`src/rtl/receptor_serie_nibble.sv`:
```
// Serial-to-parallel word receiver with one-word holding buffer and valid/ready output.
// Optional even-parity framing enabled by defining RECEPTOR_PARIDAD_EN.
module receptor_serie_nibble #(
    parameter int WIDTH     = 4,
    parameter bit LSB_FIRST = 1'b1
) (
    input  logic                           i_clk,
    input  logic                           i_rst_n,
    input  logic                           i_bit,
    input  logic                           i_bit_valid,
    input  logic                           i_clear,
    input  logic                           i_ready,
    output logic [WIDTH-1:0]               o_data,
    output logic                           o_valid,
    output logic                           o_overflow,
    output logic [$clog2(WIDTH+1)-1:0]     o_bit_count,
    output logic                           o_parity_err
);
    localparam int CW = $clog2(WIDTH+1);
`ifdef RECEPTOR_PARIDAD_EN
    localparam int FRAME = WIDTH + 1;
`else
    localparam int FRAME = WIDTH;
`endif

    typedef enum logic {COLLECT, HOLD} state_t;

    state_t           state;
    logic [WIDTH-1:0] sr;
    logic [WIDTH-1:0] word;
    logic [CW-1:0]    count;
    logic [CW-1:0]    idx;
    logic             capture;
    logic             done;
    logic             xfer;
    logic             perr;

    assign o_bit_count = count;

    // word is the shift register with this cycle's bit already merged in, so a
    // completing capture can load the full word on the same edge.
    always_comb begin
        capture = i_bit_valid && !i_clear;
        done    = capture && (count == CW'(FRAME-1));
        xfer    = o_valid && i_ready;
        idx     = LSB_FIRST ? count : (CW'(WIDTH-1) - count);
        word    = sr;
        for (int b = 0; b < WIDTH; b++) begin
            if (capture && (count < CW'(WIDTH)) && (idx == CW'(b)))
                word[b] = i_bit;
        end
`ifdef RECEPTOR_PARIDAD_EN
        perr = (^sr) ^ i_bit;
`else
        perr = 1'b0;
`endif
    end

    always_ff @(posedge i_clk) begin
        if (!i_rst_n) begin
            state        <= COLLECT;
            sr           <= '0;
            count        <= '0;
            o_data       <= '0;
            o_valid      <= 1'b0;
            o_overflow   <= 1'b0;
            o_parity_err <= 1'b0;
        end else begin
            if (i_clear) begin
                count <= '0;
            end else if (i_bit_valid) begin
                sr    <= word;
                count <= done ? '0 : count + CW'(1);
            end

            case (state)
                COLLECT: begin
                    if (done) begin
                        o_data       <= word;
                        o_parity_err <= perr;
                        o_valid      <= 1'b1;
                        state        <= HOLD;
                    end
                end
                HOLD: begin
                    if (done) begin
                        if (xfer) begin
                            o_data       <= word;
                            o_parity_err <= perr;
                        end else begin
                            o_overflow   <= 1'b1;
                        end
                    end else if (xfer) begin
                        o_valid <= 1'b0;
                        state   <= COLLECT;
                    end
                end
                default: state <= COLLECT;
            endcase
        end
    end
endmodule

```
`config.mk`:
```
export PLATFORM = sky130hd
export DESIGN_NAME = receptor_serie_nibble
export DESIGN_NICKNAME = d
export VERILOG_FILES = /design/src/rtl/receptor_serie_nibble.sv
export SDC_FILE = /design/constraint.sdc
export NUM_CORES = 1
export LEC_CHECK = 0
export CAP_MARGIN = 0
export CORE_MARGIN = 4
export CORE_UTILIZATION = 34
export CTS_CLUSTER_DIAMETER = 60
export DETAILED_ROUTE_END_ITERATION = 6
export PLACE_DENSITY = 0.61
export SLEW_MARGIN = 5
export SYNTH_ARGS = -nofsm -noshare
export SYNTH_HDL_FRONTEND = slang
export SYNTH_SLANG_ARGS = --single-unit
```
`constraint.sdc`:
```
create_clock -name i_clk -period 4.08 [get_ports i_clk]
set_input_delay 1.02 -clock i_clk [delete_from_list [all_inputs] [get_ports i_clk]]
set_output_delay 1.02 -clock i_clk [all_outputs]
set_load 0.005 [all_outputs]
```
==> flow_summary.toml <==
[outcome]
status = "complete, no violations"

[worst_setup_path]
critPathBufInv = 1
critPathMaxStageDelay_ns = 0.61
cp-start-kind = "input port"
slowest_stage = "clkdlybuf4s50_1"
cp.required_ns = 4.23
critical_path_class = "in2reg"
crit_fanout = 10
cp.arrival_ns = 2.82
critPathTopFamily = "buffers and inverters"
worstPathCellList = "clkdlybuf4s50_1 > nand4bb_1 > ha_1 > nor3b_2 > a21o_2 > a211oi_2"
crit_path_end_kind = "flop"

[floorplan]
die-area_um2 = 2870
io_pins = 16
die_w_um = 53.6
start_util_pct = 36.0
rows = 16
dieHeight_um = 53.6
core_um2 = 1960

[synthesis]
syn_inst = 69
netlist_top_cells_area = "dfxtp_1 (40%), ha_1 (8.8%), a211oi_2 (7.1%), mux2i_1 (5.7%), a211oi_1 (5.3%)"
ys_seq_area_share_pct = 39.6
netlist_area_um2 = 707
synth_largest_area_cell = "dfxtp_1"
ys_ff_latch = 14
yosys_warnings = 0
syn_area_per_cell_um2 = 10.2
netlist.area_leader.share_pct = 39.6
synth_cell_types = 23
syn_nets = 80

[cts]
clk_path_buf_depth = 2
cts_setup_buffers = 0
clk_latency_ns = 0.28
cts_tree = "built"
cts_hold_buffers = 0
cts.clk_slew.worst_paths_ns = 0.09
h-tree-depth = 1
cts_resized = 0
cts_root_buffer = "clkbuf_4"
cts_made_buffers = 3
cts_sinks = 14

[detailed_routing]
ant_nets = 0
drc = 0
num_vias = 526
avgRoutedWirePerCell_um = 11.9
wl_um = 1310
dr.first_iter.drc_count = 2
drt_first_pass_iters = 4
vias_per_cell = 4.78

[place]
placed_area_um2 = 853
dpl_worst_slack_ns = 1.14
routabilityCongestion = 0.799
hpwl_um = 1020
io_buffers = 14

[timing]
setup_viol = 0
fin_skew_ns = 0.00735
period_needed_ns = 2.67
fin_crit_sh_pct = 65.4
tns_ns = 0
finalMaxSlewViolations = 0
setup_slack_ns = 1.41
finalHoldViolCount = 0
max_freq_mhz = 375
rsz0062_at_grt = "no"

[pwr]
p_comb_share_pct = 7.3
p_sw_w = 0.0000560
clock_power_share_pct = 38.7
p_int_w = 0.000201
seqPwrFrac_pct = 53.9
p_sw_share_pct = 21.7
power_leakage_nw = 0.332
power.density_nw_per_um2 = 289
peakVddDrop_v = 0.000136

[global_route]
grt.total_usage_pct = 11.3
gr-total-overflow = 0
grt_pass1_vias = 553
grt_pass1_wl_um = 2310
grt_max_degree = 12
antenna_found_initial = 0

[finish]
nets = 95
diodes = 0
drive_gt1_share_pct = 14.5
fill_cells = 203
final_cell_area_um2 = 890
syn_to_final_growth_pct = 25.8

[hold_path]
hold_path.class = "reg2reg"

[flow_run]
cap_viol_max_count = 0
-- cells in the final DEF (no fill, tap or decap), types with 2 or more instances in the layout --
master and instances:
a211oi_2 4, a211oi_1 5, a21oi_1 4, dfxtp_1 14, and4bb_1 2, nor3b_2 2
nand2_1 2, clkbuf_4 3, mux2i_1 4, nand3_1 2, nand2b_1 4, clkdlybuf4s50_1 14
inv_1 4, nor2_1 7, ha_1 5
-- kinds of logic (layout without fill, tap and decap cells) --
kind of cell,Yosys count,after routing,synth area share (%)
simple gates,22,22,21.6
flops,14,14,39.6
fa+ha+maj,5,5,8.85
buf+inv,8,22,6.02
mux,4,4,5.66
other cells,1,1,0.530
compound gates,15,15,17.7
-- routing by layer --
layer | vias to the layer above | part of all wire [%] | routed length, µm | GRT usage (%)
li1 | 274 | - | - | -
met1 | 239 | 52 | 677 | 13.9
met2 | 11 | 43 | 560 | 17.1
met3 | 2 | 4.5 | 59 | 3.05
met4 | 0 | 0.76 | 10 | 7.66
met5 | - | 0 | 0 | 0
-- path summary, 6_finish.rpt --
check | start | end | slack (ns) | cells past startpoint
max reg2reg | o_bit_count[1] | o_data[2] | 2.11 | 6
min reg2reg | o_overflow | o_overflow | 0.49 | 2
max | i_bit_valid | o_data[2] | 1.41 | 6
min | o_overflow | o_overflow | 0.49 | 2
-- worst min-delay path, stage by stage, from the launching register on --
cell	delay, ns
dfxtp_1	0.34
a41oi_1	0.04
nor2_1	0.08
-- final cells by class --
| class | instances | area [µm²] | share of cell area (%) |
|---|---|---|---|
| sequential | 14 | 280 | 31.5 |
| tap | 27 | 33.8 | 3.80 |
| clock buffer | 4 | 36.3 | 4.08 |
| multi-input combinational | 47 | 384 | 43.2 |
| timing repair buffer | 14 | 140 | 15.8 |
| inverter | 4 | 15.0 | 1.69 |
-- cells in the mapped netlist --
cell type / number
a211oi_1: 5
a211oi_2: 4
a21o_2: 1
a21oi_1: 4
a41oi_1: 1
and4b_1: 1
and4bb_1: 2
and4bb_2: 1
buf_2: 1
buf_4: 1
buf_6: 1
clkbuf_1: 1
conb_1: 1
dfxtp_1: 14
ha_1: 5
inv_1: 4
mux2i_1: 4
nand2_1: 2
nand2b_1: 4
nand3_1: 2
nand4bb_1: 1
nor2_1: 7
nor3b_2: 2
-- metrics by stage --
step | instances | power [W] | hold slack, ns | util, %
floorplan | 69 | 0.000153 | 0.465 | -
global placement | 106 | 0.000161 | 0.465 | 43.5
detailed placement | 106 | 0.000161 | 0.463 | 43.5
CTS | 110 | 0.000262 | 0.495 | 45.3
global route | 110 | 0.000270 | 0.543 | 45.3
finish | 110 | 0.000257 | 0.493 | 45.3
-- flip-flops by register name, summed over array words and instances (netlist names) --
register / flops
o_data: 4
o_valid: 1
o_overflow: 1
o_bit_count: 3
state: 1
sr: 4
-- power by group through the flow --
| stage | Combinational, W | Sequential [W] | Clock, W |
|---|---|---|---|
| after global routing | 0.0000213 | 0.000139 | 0.000110 |
| after global placement | 0.0000191 | 0.000142 | 0 |
| after detailed placement | 0.0000190 | 0.000142 | 0 |
| after CTS | 0.0000191 | 0.000139 | 0.000104 |
| final | 0.0000189 | 0.000139 | 0.0000997 |
| after floorplan | 0.0000113 | 0.000142 | 0 |
Power figures use the tool's default switching activity.
